## src/rtl/keypad_scan_if.sv

```systemverilog
// Operator keypad bus: column sense and entry clear in, row drive and accepted-key data out.
interface keypad_scan_if;
    logic [3:0]  col_in;
    logic        entry_clr;
    logic [3:0]  row_ctrl;
    logic        key_valid;
    logic [3:0]  key_code;
    logic [15:0] entry_data;
    logic        key_held;

    modport master (
        output col_in, entry_clr,
        input  row_ctrl, key_valid, key_code, entry_data, key_held
    );

    modport slave (
        input  col_in, entry_clr,
        output row_ctrl, key_valid, key_code, entry_data, key_held
    );
endinterface

```

## src/rtl/keypad_scan.sv

```systemverilog
// 4x4 hex keypad scanner with press/release debounce and a 16-bit entry shift register.
// Define KEYPAD_REPEAT_EN to re-issue the held key every REPEAT_TICKS scan ticks.
module keypad_scan #(
    parameter int unsigned SCAN_DIV       = 50000,
    parameter int unsigned DEBOUNCE_SCANS = 4,
    parameter int unsigned REPEAT_TICKS   = 100
) (
    input logic         CLK,
    input logic         Reset,
    keypad_scan_if.slave kp
);
    localparam int unsigned DIV_W = $clog2(SCAN_DIV);
    localparam int unsigned STB_W = $clog2(DEBOUNCE_SCANS + 1);

    typedef enum logic [1:0] {SCAN, DEBOUNCE, HELD, RELEASE} state_t;

    if (SCAN_DIV < 2 || DEBOUNCE_SCANS < 1 || REPEAT_TICKS < 1) begin : g_param_check
        $error("keypad_scan: parameter out of range");
    end

    state_t           state;
    logic [DIV_W-1:0] div_cnt;
    logic [STB_W-1:0] stable_cnt;
    logic [1:0]       row_idx;
    logic [1:0]       key_row;
    logic [1:0]       key_col;

    logic       tick_c;
    logic       single_c;
    logic       idle_c;
    logic [1:0] col_idx_c;
    logic       accept_c;
    logic       repeat_c;
    logic       shift_c;
    logic [3:0] code_c;

    // Exactly one low column is a key; anything else (idle or ghosting) is "none".
    always_comb begin
        single_c  = 1'b1;
        col_idx_c = 2'd0;
        case (kp.col_in)
            4'b1110: col_idx_c = 2'd0;
            4'b1101: col_idx_c = 2'd1;
            4'b1011: col_idx_c = 2'd2;
            4'b0111: col_idx_c = 2'd3;
            default: single_c  = 1'b0;
        endcase
    end

    assign tick_c   = (div_cnt == DIV_W'(SCAN_DIV - 1));
    assign idle_c   = (kp.col_in == 4'hF);
    assign code_c   = {key_row, key_col};
    assign accept_c = tick_c && (state == DEBOUNCE) && single_c && (col_idx_c == key_col)
                      && (stable_cnt == STB_W'(DEBOUNCE_SCANS - 1));
    assign shift_c  = accept_c || repeat_c;

`ifdef KEYPAD_REPEAT_EN
    localparam int unsigned REP_W = $clog2(REPEAT_TICKS + 1);
    logic [REP_W-1:0] rep_cnt;
    assign repeat_c = tick_c && (state == HELD) && !idle_c
                      && (rep_cnt == REP_W'(REPEAT_TICKS - 1));
`else
    assign repeat_c = 1'b0;
`endif

    // Scan / debounce / hold / release sequencing; every decision happens on a scan tick.
    always_ff @(posedge CLK) begin
        if (Reset) begin
            state       <= SCAN;
            div_cnt     <= '0;
            stable_cnt  <= '0;
            row_idx     <= 2'd0;
            kp.row_ctrl <= 4'b1110;
            key_row     <= 2'd0;
            key_col     <= 2'd0;
            kp.key_held <= 1'b0;
`ifdef KEYPAD_REPEAT_EN
            rep_cnt     <= '0;
`endif
        end else begin
            div_cnt <= tick_c ? '0 : div_cnt + DIV_W'(1);
            if (tick_c) begin
                case (state)
                    SCAN: begin
                        if (single_c) begin
                            key_row    <= row_idx;
                            key_col    <= col_idx_c;
                            stable_cnt <= '0;
                            state      <= DEBOUNCE;
                        end else begin
                            row_idx     <= row_idx + 2'd1;
                            kp.row_ctrl <= {kp.row_ctrl[2:0], kp.row_ctrl[3]};
                        end
                    end
                    DEBOUNCE: begin
                        if (single_c && (col_idx_c == key_col)) begin
                            stable_cnt <= stable_cnt + STB_W'(1);
                            if (accept_c) begin
                                state       <= HELD;
                                kp.key_held <= 1'b1;
`ifdef KEYPAD_REPEAT_EN
                                rep_cnt     <= '0;
`endif
                            end
                        end else begin
                            state       <= SCAN;
                            row_idx     <= row_idx + 2'd1;
                            kp.row_ctrl <= {kp.row_ctrl[2:0], kp.row_ctrl[3]};
                        end
                    end
                    HELD: begin
                        if (idle_c) begin
                            state      <= RELEASE;
                            stable_cnt <= '0;
                        end
`ifdef KEYPAD_REPEAT_EN
                        else if (repeat_c) rep_cnt <= '0;
                        else               rep_cnt <= rep_cnt + REP_W'(1);
`endif
                    end
                    RELEASE: begin
                        if (!idle_c) begin
                            state   <= HELD;
`ifdef KEYPAD_REPEAT_EN
                            rep_cnt <= '0;
`endif
                        end else if (stable_cnt == STB_W'(DEBOUNCE_SCANS - 1)) begin
                            state       <= SCAN;
                            kp.key_held <= 1'b0;
                            row_idx     <= row_idx + 2'd1;
                            kp.row_ctrl <= {kp.row_ctrl[2:0], kp.row_ctrl[3]};
                        end else begin
                            stable_cnt <= stable_cnt + STB_W'(1);
                        end
                    end
                    default: state <= SCAN;
                endcase
            end
        end
    end

    // Key pulse, code latch and entry shift; a coincident clear keeps only the new key.
    always_ff @(posedge CLK) begin
        if (Reset) begin
            kp.key_valid  <= 1'b0;
            kp.key_code   <= 4'h0;
            kp.entry_data <= 16'h0000;
        end else begin
            kp.key_valid <= shift_c;
            if (accept_c) kp.key_code <= code_c;
            if (kp.entry_clr)
                kp.entry_data <= shift_c ? {12'h000, code_c} : 16'h0000;
            else if (shift_c)
                kp.entry_data <= {kp.entry_data[11:0], code_c};
        end
    end
endmodule

```

## src/flat_wrapper.sv

```systemverilog
// flat-port wrapper written by rule: the top's interface ports become plain ports
module keypad_scan_flat 
#(
    parameter int unsigned SCAN_DIV       = 50000,
    parameter int unsigned DEBOUNCE_SCANS = 4,
    parameter int unsigned REPEAT_TICKS   = 100
)
  (CLK, Reset, kp_col_in, kp_entry_clr, kp_row_ctrl, kp_key_valid, kp_key_code, kp_entry_data, kp_key_held);
  keypad_scan_if kp_i ();
  input logic CLK;
  input logic Reset;
  input wire logic [$bits(kp_i.col_in)-1:0] kp_col_in;
  input wire logic [$bits(kp_i.entry_clr)-1:0] kp_entry_clr;
  output wire logic [$bits(kp_i.row_ctrl)-1:0] kp_row_ctrl;
  output wire logic [$bits(kp_i.key_valid)-1:0] kp_key_valid;
  output wire logic [$bits(kp_i.key_code)-1:0] kp_key_code;
  output wire logic [$bits(kp_i.entry_data)-1:0] kp_entry_data;
  output wire logic [$bits(kp_i.key_held)-1:0] kp_key_held;
  assign kp_i.col_in = kp_col_in;
  assign kp_i.entry_clr = kp_entry_clr;
  assign kp_row_ctrl = kp_i.row_ctrl;
  assign kp_key_valid = kp_i.key_valid;
  assign kp_key_code = kp_i.key_code;
  assign kp_entry_data = kp_i.entry_data;
  assign kp_key_held = kp_i.key_held;
  keypad_scan #(.SCAN_DIV(SCAN_DIV), .DEBOUNCE_SCANS(DEBOUNCE_SCANS), .REPEAT_TICKS(REPEAT_TICKS)) u_core (.CLK(CLK), .Reset(Reset), .kp(kp_i));
endmodule
```

## config.mk

```make
export PLATFORM = sky130hd
export DESIGN_NAME = keypad_scan_flat
export DESIGN_NICKNAME = d
export VERILOG_FILES = /design/src/rtl/keypad_scan_if.sv /design/src/rtl/keypad_scan.sv /design/src/flat_wrapper.sv
export SDC_FILE = /design/constraint.sdc
export NUM_CORES = 1
export LEC_CHECK = 0
export BUFFER_PORTS_ARGS = -buffer_cell sky130_fd_sc_hd__clkbuf_2
export CAP_MARGIN = 5
export CORE_AREA = 2 2 74 76
export DETAILED_ROUTE_END_ITERATION = 8
export DIE_AREA = 0 0 76 78
export GPL_TIMING_DRIVEN = 1
export PLACE_DENSITY = 0.7
export SYNTH_ARGS = -nofsm -noshare
export SYNTH_HDL_FRONTEND = slang
export SYNTH_SLANG_ARGS = --single-unit
```

## constraint.sdc

```tcl
create_clock -name CLK -period 6.9 [get_ports CLK]
set_clock_uncertainty 0.05 [all_clocks]
set_input_delay 0 -clock CLK [delete_from_list [all_inputs] [get_ports CLK]]
set_output_delay 0 -clock CLK [all_outputs]
set_load 0.01 [all_outputs]
```

### Word level (Yosys, flattened, before mapping)

Cells that the tools add are included.

| cells by class | value |
|---|---|
| add/sub/neg operators | 3 |
| multiply operators | 0 |
| divide/modulo/power cells | 0 |
| $lt $le $gt $ge | 0 |
| eq/ne operators | 22 |
| shifts and indexed selects | 0 |
| muxes and demuxes | 33 |
| bitwise logic cells | 0 |
| reductions and logical operators | 16 |

Operators by type and width:

| operator | number |
|---|---|
| $mux W16 | 2 |
| $mux W2 | 10 |
| $mux W4 | 5 |
| $reduce_and A6 Y1 | 3 |
| $add A16 B1 Y16 const B | 1 |
| $eq A16 B16 Y1 const B | 1 |
| $eq A4 B4 Y1 const B | 4 |
| $mux W3 | 5 |
| $pmux W2 S3 | 2 |
| $pmux W3 S4 | 1 |
| $pmux W4 S3 | 1 |
| $ne A2 B1 Y1 const B | 5 |
| $ne A2 B2 Y1 const B | 4 |
| $pmux W2 S4 | 1 |
| $logic_and A1 B1 Y1 | 5 |
| $mux W1 | 5 |
| $reduce_and A5 Y1 | 1 |
| $eq A2 B2 Y1 const B | 2 |
| $eq A4 B3 Y1 const B | 1 |
| $reduce_bool A2 Y1 | 2 |
| $reduce_or A4 Y1 | 1 |
| $add A3 B1 Y3 const B | 1 |
| $eq A3 B2 Y1 const B | 1 |
| $ne A3 B2 Y1 const B | 1 |
| 9 further kinds | 9 |

| word-level totals | value |
|---|---|
| bits in registers | 53 |
| latch bits | 0 |
| memory bits (writable) | 0 |
| bits in read-only memories | 0 |
| input bits | 7 |
| output and inout port bits | 26 |
| word-level logic and storage cells | 85 |
| memories kept | 0 |

### Depth between registers and ports, before layout

Gate-level depths: netlist of the first run.

| depth | value |
|---|---|
| depth after elaboration | 9 |
| depth in mapped cells | 7 |
| gate-level depth less buffers | 7 |

### Worst setup path after synthesis of the first run

Ideal clock, no wire load.

| timing | value |
|---|---|
| kind | register -> register |
| from | register u_core.div_cnt[0] |
| to | register u_core.key_col[0] |
| setup time | 0.124 ns |
| data arrival time | 2.023 ns |
| required time | 6.726 ns |
| path slack | 4.702 ns |
| cell stages (with the launch flop) | 8 |
| path buffers | 1 |
| clock period less this slack | 2.198 ns |
| cell sequence | dfxtp_1 > ha_1 > and3_1 > nand4_1 > or4b_2 > clkbuf_1 > mux2i_1 > nor2_1 |

| on the way | value |
|---|---|
| word-level cells in the longest chain between the ends | 2 |

RTL lines:

| element | RTL line | RTL |
|---|---|---|
| from (decl) | keypad_scan.sv:22 | `logic [DIV_W-1:0] div_cnt;` |
| from (signal assigned) | keypad_scan.sv:81 | `div_cnt <= tick_c ? '0 : div_cnt + DIV_W'(1);` |
| $eq A16 B16 Y1 | keypad_scan.sv:50 | `assign tick_c = (div_cnt == DIV_W'(SCAN_DIV - 1));` |
| $reduce_and A3 Y1 (no line) | - |  |
| to (signal assigned) | keypad_scan.sv:87 | `key_col <= col_idx_c;` |
| to (decl) | keypad_scan.sv:26 | `logic [1:0] key_col;` |

Every way passes these cells.
A chain may end at the register's enable or synchronous reset.

### Worst setup path after layout of the first run

| timing | value |
|---|---|
| from | register u_core.div_cnt[0] |
| to | register u_core.key_row[1] |

| on the way | value |
|---|---|
| word-level cells in the longest chain between the ends | 2 |

RTL lines:

| element | RTL line | RTL |
|---|---|---|
| $eq A16 B16 Y1 | keypad_scan.sv:50 |  |
| $reduce_and A3 Y1 (no line) | - |  |
| to (signal assigned) | keypad_scan.sv:86 | `key_row <= row_idx;` |
| to (decl) | keypad_scan.sv:25 | `logic [1:0] key_row;` |

Every way passes these cells.

==> impl_metrics.ini, run 1 <==
[outcome]
status = completed

[logic_synthesis]
syn_area_um2 = 2520
async_reset_ff_share_pct = 0
synth_most_common_cell = dfxtp_1
yosys-top-cells-count = 53 x dfxtp_1, 42 x nor2_1, 19 x mux2i_1
synthFlopType = dfxtp_1
synth_enable_flop_cells = 0
seq_area_frac_synth_pct = 42.0
synth_top_area_cell = dfxtp_1
synth_cell_type_count = 48
avgSynthCellArea_um2 = 9.24
netlist.area_leader.share_pct = 42.0
synthCells = 273
synth.area.top_cells = dfxtp_1 42%, mux2i_1 7.5%, nor2_1 6.2%
ys_warn_count = 0
synth_seq_cells = 53
syn_nets = 283

[power_and_ir_drop]
max-vdd-ir-drop_uv = 152
power_uw = 511
leakage_nw = 1.02
power_density_nw_per_um2 = 184

[clock_network]
cts_tree = yes
cts_setup_buffers = 0
cts-root-buf = clkbuf_8
cts_buffers = 5
clkTransAtPathRegs_ps = 100
cts_sinks = 53
cts.path.max_buffers = 2
htreeDepth = 2
worstSkewPairLatency_ps = 310

[worst_setup_path]
slowest_stage = or4b_2
max_stage_delay_ps = 850
cp.required_ps = 7040
worstSetupPathType = reg -> reg
crit_fanout = 7
worstPathCellList = ha_1 -> and3_1 -> nand4_1 -> or4b_2 -> mux2i_1 -> nor2_1
r2r-start = u_core.div_cnt[0]$_SDFF_PP0_
worstSetupEndpointType = register
crit_start = u_core.div_cnt[0]$_SDFF_PP0_
cp_top_family = simple AND/OR/NAND/NOR gates
worstPathArrival_ps = 2600
startpoint_type = register
cp.buffers_inverters = 0

[die]
die_h_um = 78
die-area_um2 = 5930
io_pins = 33
row_count = 26
die_w_um = 76
core_area_um2 = 5040
initial_core_util_pct = 50.0

[sta]
setup_viol = 0
min_period_ps = 2460
maxSlewViolCount = 0
max_freq_mhz = 406
tightest_slew_ps = 688
fin_setup_tns_ps = 0
rsz0062_at_grt = false
slew_headroom_pct = 53.7
period_share_pct = 35.7
hold_viol_final = 0

[global_routing]
grt_pass1_vias = 1935
antenna_found_initial = 0
grt_pass1_wl_um = 8840
grt_max_degree = 26
grt-ovfl-total = 0
grt_use_total_pct = 18.1

[route]
post_drt_wl_per_cell_um = 13.6
num_vias = 2029
drt_iter0_markers = 170
via_per_inst = 5.45
ant_nets = 0
drc = 0
drt_first_pass_iters = 4
routed_wl_um = 5070

[final_layout]
stdcell_count = 372
syn_to_final_growth_pct = 10.1
drive_gt1_share_pct = 16.6
antenna_cells = 0
num-nets-final = 311

[place]
place.gp.congestion = 0.786
io_buffer_count = 32
dp_hpwl_um = 3630
placed_cells = 363

[min_path]
min_from = Reset
hold_class = in -> reg

[flow_run]
max_cap_violations = 0
[worst register-to-register path, cell delays in order (launching register included)]
cell	delay, ps
dfxtp_1	390
ha_1	260
and3_1	260
nand4_1	270
or4b_2	850
mux2i_1	210
nor2_1	50
[flip-flops by register name, indices dropped and copies added, names as in the netlist]
register              flops
u_core.state              2
u_core.kp.key_valid       1
u_core.key_col            2
u_core.stable_cnt         3
u_core.kp.key_code        4
u_core.kp.entry_data     16
u_core.kp.row_ctrl        4
u_core.key_row            2
u_core.row_idx            2
u_core.div_cnt           16
u_core.kp.key_held        1
[logic make-up (layout without fill, tap and decap cells)]
group,Yosys count,count (layout),synth area share (%)
mux,19,19,7.54
fa+ha+maj,3,3,1.49
xor+xnor,17,17,5.90
compound gates,43,43,12.1
simple gates,118,118,25.7
flops,53,53,42.0
buf+inv,20,49,5.21
[placed cells by master, fill, tap and decap left out, types with 4 or more instances in the layout]
master,netlist,layout
dfxtp_1,53,53
nor2_1,42,42
clkbuf_2,0,32
mux2i_1,19,19
nand3_1,17,17
nand2_1,15,15
xor2_1,13,13
a21oi_1,10,10
o21ai_0,9,9
inv_1,7,7
nand4_1,6,6
o211ai_1,6,6
and3_1,5,5
clkbuf_8,0,5
and4_1,4,4
or3b_2,4,4
or4_1,4,4
xnor2_1,4,4
[metal layers]
metal | GRT usage [%] | vias up | share of wire, %
met4 | 4.55 | 0 | 0.79
met1 | 23.1 | 960 | 48
met2 | 31.3 | 34 | 48
met5 | 0 | - | 0
met3 | 4.07 | 4 | 3.8
li1 | - | 1031 | -
[where the power goes]
| part | switching [mW] | internal (mW) | leakage (nW) |
|---|---|---|---|
| sequential | 0.00159 | 0.307 | 0.427 |
| combinational | 0.0138 | 0.00633 | 0.552 |
| clock | 0.108 | 0.0741 | 0.0452 |
| total | 0.124 | 0.388 | 1.02 |
[metrics by stage]
| step | hold slack, ps | instance area [um2] | setup WS, ps | util (%) |
|---|---|---|---|---|
| CTS | 128 | 2780 | 4460 | 55.1 |
| global route | 166 | 2780 | 4280 | 55.1 |
| floorplan | 125 | 2520 | 4700 | - |
| detailed placement | 285 | 2670 | 4480 | 53.0 |
| global placement | 278 | 2670 | 4550 | 53.0 |
| finish | 137 | 2780 | 4440 | 55.1 |
[path summary, 6_finish.rpt]
check | slack (ps) | cells after the start | endpoint
worst max-delay path | 4440 | 6 | u_core.key_row[1]$_SDFFE_PP0P_
worst min-delay path | 140 | 2 | u_core.kp.entry_data[3]$_SDFFE_PP0P_
worst max register to register | 4440 | 6 | u_core.key_row[1]$_SDFFE_PP0P_
worst min register to register | 430 | 1 | u_core.div_cnt[0]$_SDFF_PP0_
[final cells by class]
class                           instances  area (um2)
Fill cell                             480        2260
Multi-Input combinational cell        200        1330
Sequential cell                        53        1060
Timing Repair Buffer                   34         178
Tap cell                               70        87.6
Clock buffer                            5        68.8
Inverter                                7        26.3
Clock inverter                          3        25.0
[timing repair]
item                      in CTS  in global routing
hold buffers                   1                  0
gates resized for setup        0                  0
hold endpoints to repair       4                  0
Note: power is estimated with default switching activity, not from simulation.
==> run 2, diff against run 1 <==
--- a/config.mk
+++ b/config.mk
@@ -11,7 +11,7 @@
 export DETAILED_ROUTE_END_ITERATION = 8
 export DIE_AREA = 0 0 76 78
 export GPL_TIMING_DRIVEN = 1
-export PLACE_DENSITY = 0.7
+export PLACE_DENSITY = 0.73
 export SYNTH_ARGS = -nofsm -noshare
 export SYNTH_HDL_FRONTEND = slang
 export SYNTH_SLANG_ARGS = --single-unit
==> constraint.sdc (replaced) <==
create_clock -name CLK -period 2.05 [get_ports CLK]
set_clock_uncertainty 0.05 [all_clocks]
set_input_delay 0 -clock CLK [delete_from_list [all_inputs] [get_ports CLK]]
set_output_delay 0 -clock CLK [all_outputs]
set_load 0.01 [all_outputs]
==> impl_metrics.ini, run 2 (synthesis gave the netlist of run 1 again) <==
[outcome]
status = complete, but fails checks
violations = negative setup slack

[sta]
min_period_ps = 2200
holdWs_ps = 25.1
max_freq_mhz = 455
setup_ws_ps = -150
period_share_pct = 107
tightest_slew_ps = 608
rsz0062_at_grt = true
maxSlewViolCount = 0
slew_headroom_pct = 59.0
setup_viol = 20
hold_viol_final = 0

[worst_setup_path]
worstSetupPathType = reg -> reg
slowest_stage = or3b_4
cp_top_family = compound AO/OA/AOI/OAI gates
crit_fanout = 12
max_stage_delay_ps = 400
cp.buffers_inverters = 2
worstPathArrival_ps = 2370
worstSetupEndpointType = register
startpoint_type = register
worstPathCellList = or3b_4 -> a211o_1 -> a2111oi_4 -> buf_4 -> clkbuf_16 -> mux2i_1 -> nor2_1
r2r_slack_ps = -150
crit_start = u_core.key_col[0]$_SDFFE_PP0P_
cp.required_ps = 2220
r2r-start = u_core.key_col[0]$_SDFFE_PP0P_

[clock_network]
cts.path.max_buffers = 2
cts_buffers = 5
cts-root-buf = clkbuf_8
htreeDepth = 2
cts_tree = yes
worstSkewPairLatency_ps = 320
clkTransAtPathRegs_ps = 110
cts_sinks = 53

[power_and_ir_drop]
p_sw_share_pct = 24.7
combPwrFrac_pct = 5.5
p_sw_uw = 435
leakage_nw = 1.27
internal-power_mw = 1.32
max-vdd-ir-drop_uv = 370
clkPwrFrac_pct = 35.5
power_density_nw_per_um2 = 542
pwr-share-seq_pct = 59.0

[die]
io_pins = 33
core_area_um2 = 5040
die-area_um2 = 5930
row_count = 26
die_w_um = 76
initial_core_util_pct = 50.0
die_h_um = 78

[global_routing]
grt_max_degree = 26
antenna_found_initial = 0
grt-ovfl-total = 0
grt_pass1_wl_um = 9600
grt_use_total_pct = 20.1
grt_pass1_vias = 2083

[place]
place.gp.congestion = 0.809
dp_slack_ps = -92.1
dp_hpwl_um = 4060
io_buffer_count = 32

[final_layout]
fill_cells = 411
reg_top3 = u_core.div_cnt: 16 flops, u_core.kp.entry_data: 16 flops
num-nets-final = 355
drive_gt1_share_pct = 33.2
final_common_cell = dfxtp_1
mostFrequentLayoutCells = 45 x dfxtp_1, 42 x nor2_1, 42 x buf_4, 32 x clkbuf_2, 19 x mux2i_1
antenna_cells = 0
finish.utilization_pct = 64.4
syn_to_final_growth_pct = 28.6

[route]
drt_first_pass_iters = 5
post_drt_wl_per_cell_um = 14.1
routed_wl_um = 5880
drt_iter0_markers = 130
num_vias = 2267
drc = 0
via_per_inst = 5.45
ant_nets = 0

[min_path]
min_from = Reset
hold_class = in -> reg

[flow_run]
max_cap_violations = 0
[run 2: per-layer routing]
| layer | wire, um | vias up | global-route usage [%] |
|---|---|---|---|
| met5 | 0 | - | 0 |
| met1 | 2610 | 1070 | 25.0 |
| met2 | 2870 | 60 | 33.8 |
| li1 | - | 1127 | - |
| met4 | 110 | 0 | 7.82 |
| met3 | 291 | 10 | 5.00 |
[run 2: layout make-up]
| class | count | area (um2) | area share, % |
|---|---|---|---|
| Sequential cell | 53 | 1070 | 33.0 |
| Inverter | 7 | 26.3 | 0.810 |
| Tap cell | 70 | 87.6 | 2.70 |
| Multi-Input combinational cell | 200 | 1410 | 43.5 |
| Clock inverter | 3 | 25.0 | 0.771 |
| Timing Repair Buffer | 78 | 556 | 17.1 |
| Clock buffer | 5 | 68.8 | 2.12 |
[run 2: through the flow]
step | std cells | setup TNS, ps | power, mW | cell area [um2]
after floorplan | 273 | -486 | 1.12 | 2550
after CTS | 411 | -613 | 1.77 | 3140
final | 416 | -1350 | 1.76 | 3250
after detailed placement | 402 | -927 | 1.15 | 2990
after global routing | 416 | -2880 | 1.83 | 3250
after global placement | 402 | -179 | 1.15 | 2990
[run 2: power by group through the flow]
| stage | logic (mW) | registers, mW | clock network, mW |
|---|---|---|---|
| finish | 0.0970 | 1.04 | 0.624 |
| global route | 0.109 | 1.04 | 0.683 |
| CTS | 0.0918 | 1.04 | 0.639 |
| detailed placement | 0.0890 | 1.06 | 0 |
| global placement | 0.0876 | 1.06 | 0 |
| floorplan | 0.0568 | 1.06 | 0 |
[run 2: path summary, 6_finish.rpt]
| kind | end | cells past startpoint |
|---|---|---|
| max | u_core.kp.entry_data[6]$_SDFFE_PP0P_ | 7 |
| min | u_core.key_col[1]$_SDFFE_PP0P_ | 2 |
| max reg2reg | u_core.kp.entry_data[6]$_SDFFE_PP0P_ | 7 |
| min reg2reg | u_core.kp.key_held$_SDFFE_PP0P_ | 1 |
[run 2: repair_timing]
item / 4_1_cts / 5_1_grt
hold buffers: 1 / 0
hold endpoints to repair: 4 / 0
resized for setup: 9 / 13
buffers inserted: 0 / 3
pin swaps: 0 / 6
endpoints found under the setup margin: 21 / 31
cloned: 0 / 2
==> run 3, diff against run 2 <==
--- a/config.mk
+++ b/config.mk
@@ -5,11 +5,12 @@
 export SDC_FILE = /design/constraint.sdc
 export NUM_CORES = 1
 export LEC_CHECK = 0
+export ABC_AREA = 1
 export BUFFER_PORTS_ARGS = -buffer_cell sky130_fd_sc_hd__clkbuf_2
 export CAP_MARGIN = 5
-export CORE_AREA = 2 2 74 76
+export CORE_AREA = 3 3 74 76
 export DETAILED_ROUTE_END_ITERATION = 8
-export DIE_AREA = 0 0 76 78
+export DIE_AREA = 0 0 77 79
 export GPL_TIMING_DRIVEN = 1
 export PLACE_DENSITY = 0.73
 export SYNTH_ARGS = -nofsm -noshare
==> impl_metrics.ini, run 3 <==
[power_and_ir_drop]
max-vdd-ir-drop_uv = 420
leakage_nw = 1.08
power_density_nw_per_um2 = 611

[worst_setup_path]
crit_fanout = 5
cp.required_ps = 2200
r2r_slack_ps = 220
reg2reg_to = u_core.row_idx[1]$_SDFFE_PP0P_
startpoint_type = register
worstPathCellList = ha_1 -> ha_1 -> inv_1 -> o21ai_1 -> nand4_1 -> nor2_2 -> nand4_1 -> o21ai_1 -> nor2_1
cp_top_family = simple AND/OR/NAND/NOR gates
worstSetupEndpointType = register
cp.buffers_inverters = 1
worstRegToRegCells = 9
worstPathArrival_ps = 1980
max_stage_delay_ps = 370
r2r-start = u_core.stable_cnt[0]$_SDFFE_PP0P_
worstSetupPathType = reg -> reg
slowest_stage = dfxtp_1

[sta]
hold_viol_final = 0
tightest_slew_ps = 413
maxSlewViolCount = 0
period_share_pct = 89.3
min_period_ps = 1830
max_freq_mhz = 546
setup_ws_ps = 220
slew_headroom_pct = 72.4
rsz0062_at_grt = false
fin_setup_tns_ps = 0
setup_viol = 0

[route]
met2WireLength_um = 2320
routedLengthMet1_um = 2380
num_vias = 2202
drt_iter0_markers = 102
routed-wl-met3_um = 197
routed_wl_um = 4950
via_per_inst = 5.04
drt_first_pass_iters = 4
drc = 0
top_layer = met4
ant_nets = 0
post_drt_wl_per_cell_um = 11.3

[global_routing]
grt_max_degree = 29
grt-ovfl-total = 0
antenna_found_initial = 0
grt_use_total_pct = 17.3
grt_pass1_vias = 1984
grt_pass1_wl_um = 8760

[clock_network]
worstSkewPairLatency_ps = 300
cts.path.max_buffers = 2
htreeDepth = 2
cts_hold_buf = 0
cts-root-buf = clkbuf_8
clkTransAtPathRegs_ps = 100
cts_buffers = 5
cts_tree = yes
cts_sinks = 53

[final_layout]
num-nets-final = 379
final_common_cell = nand2_1
drive_gt1_share_pct = 17.8
fill_cells = 457
reg_top3 = u_core.div_cnt: 16 flops, u_core.kp.entry_data: 16 flops
multiInputGateArea_um2 = 1200
seqCellArea_um2 = 1060
mostFrequentLayoutCells = 59 x nand2_1, 53 x dfxtp_1, 48 x nand3_1, 38 x nor2_1, 33 x a21oi_1
syn_to_final_growth_pct = 12.5
antenna_cells = 0

[logic_synthesis]
synth.area.top_cells = dfxtp_1 43%, nand3_1 9.8%, nand2_1 9.0%
syn_area_um2 = 2450
synthFlopType = dfxtp_1
yosys-top-cells-count = 59 x nand2_1, 53 x dfxtp_1, 48 x nand3_1
ys_warn_count = 0
syn_nets = 347
synth_top_area_cell = dfxtp_1
async_reset_ff_share_pct = 0
avgSynthCellArea_um2 = 7.28
seq_area_frac_synth_pct = 43.2
synth_enable_flop_cells = 0
synthCells = 337
synth_cell_type_count = 36
synth_seq_cells = 53
netlist.area_leader.share_pct = 43.2
synth_most_common_cell = nand2_1

[die]
io_pins = 33
die-area_um2 = 6080
row_count = 25
core_area_um2 = 4790
die_w_um = 77
initial_core_util_pct = 51.3
die_h_um = 79

[flow_run]
max_cap_violations = 0

[place]
place.gp.congestion = 0.884
io_buffer_count = 32
dp_slack_ps = 218
dp_hpwl_um = 3660

[min_path]
min_to = u_core.key_col[0]$_SDFFE_PP0P_
min_from = kp_col_in[1]
min_path_cells = 5
hold_class = in -> reg

[outcome]
status = completed
-- run 3: cell count changes after synthesis, sizes merged, moves of 6 or more --
cell	previous run	this run
nor3	2	10
nand2	15	61
nand3	17	50
xor2	13	2
inv	7	37
mux2i	19	0
o211ai	6	0
a21oi	10	33
-- run 3: worst register-to-register path, stage by stage, from the launching register on --
cell	delay, ps
dfxtp_1	370
ha_1	160
ha_1	180
inv_1	110
o21ai_1	130
nand4_1	130
nor2_2	210
nand4_1	180
o21ai_1	160
nor2_1	50
-- run 3: metrics by stage --
step	hold WS (ps)	total power [mW]	instances	instance area, um2	utilization [%]
after floorplan	179	1.12	337	2450	-
after global placement	337	1.14	429	2670	55.8
after detailed placement	338	1.14	429	2670	55.8
after CTS	36.0	1.71	437	2760	57.6
after global routing	64.6	1.77	437	2760	57.7
final	40.9	1.69	437	2760	57.7
-- run 3: how the worst max path moves through the flow --
stage / slack [ps] / end / depth (start not counted) / start
floorplan: 450 / u_core.row_idx[1]$_SDFFE_PP0P_ / 9 / u_core.stable_cnt[0]$_SDFFE_PP0P_
global placement: 320 / u_core.stable_cnt[1]$_SDFFE_PP0P_ / 8 / u_core.div_cnt[0]$_SDFF_PP0_
detailed placement: 220 / u_core.stable_cnt[1]$_SDFFE_PP0P_ / 8 / u_core.div_cnt[0]$_SDFF_PP0_
CTS: 210 / u_core.row_idx[1]$_SDFFE_PP0P_ / 9 / u_core.stable_cnt[0]$_SDFFE_PP0P_
global route: 30 / u_core.stable_cnt[1]$_SDFFE_PP0P_ / 9 / u_core.div_cnt[0]$_SDFF_PP0_
finish: 220 / u_core.row_idx[1]$_SDFFE_PP0P_ / 9 / u_core.stable_cnt[0]$_SDFFE_PP0P_
-- run 3: kinds of logic after synthesis --
group | after synthesis | share of synthesized area [%]
simple gates | 185 | 36.7
flops | 53 | 43.2
buf+inv | 50 | 8.16
compound gates | 44 | 9.64
fa+ha+maj | 3 | 1.53
xor+xnor | 2 | 0.714
-- run 3: area by class of cell --
cell class | instances | share of cell area, %
Inverter | 40 | 5.44
Clock inverter | 3 | 0.634
Timing Repair Buffer | 35 | 6.62
Sequential cell | 53 | 38.4
Clock buffer | 5 | 2.49
Tap cell | 67 | 3.04
Multi-Input combinational cell | 234 | 43.4
-- run 3: repair_timing --
item	in CTS	in global routing
resized for setup	0	1
setup endpoints to repair	0	1
setup buffers	0	0
-- run 3: report_power, final --
part / internal, mW / switching [mW] / leakage (nW)
clock network: 0.236 / 0.334 / 0.0439
logic: 0.0230 / 0.0562 / 0.609
registers: 1.03 / 0.00323 / 0.427
total: 1.29 / 0.393 / 1.08
-- run 3: per-layer routing --
layer | vias to the layer above | track usage (%)
met5 | - | 0
met4 | 0 | 5.34
met3 | 4 | 2.95
met2 | 32 | 28.3
met1 | 991 | 23.3
li1 | 1175 | -
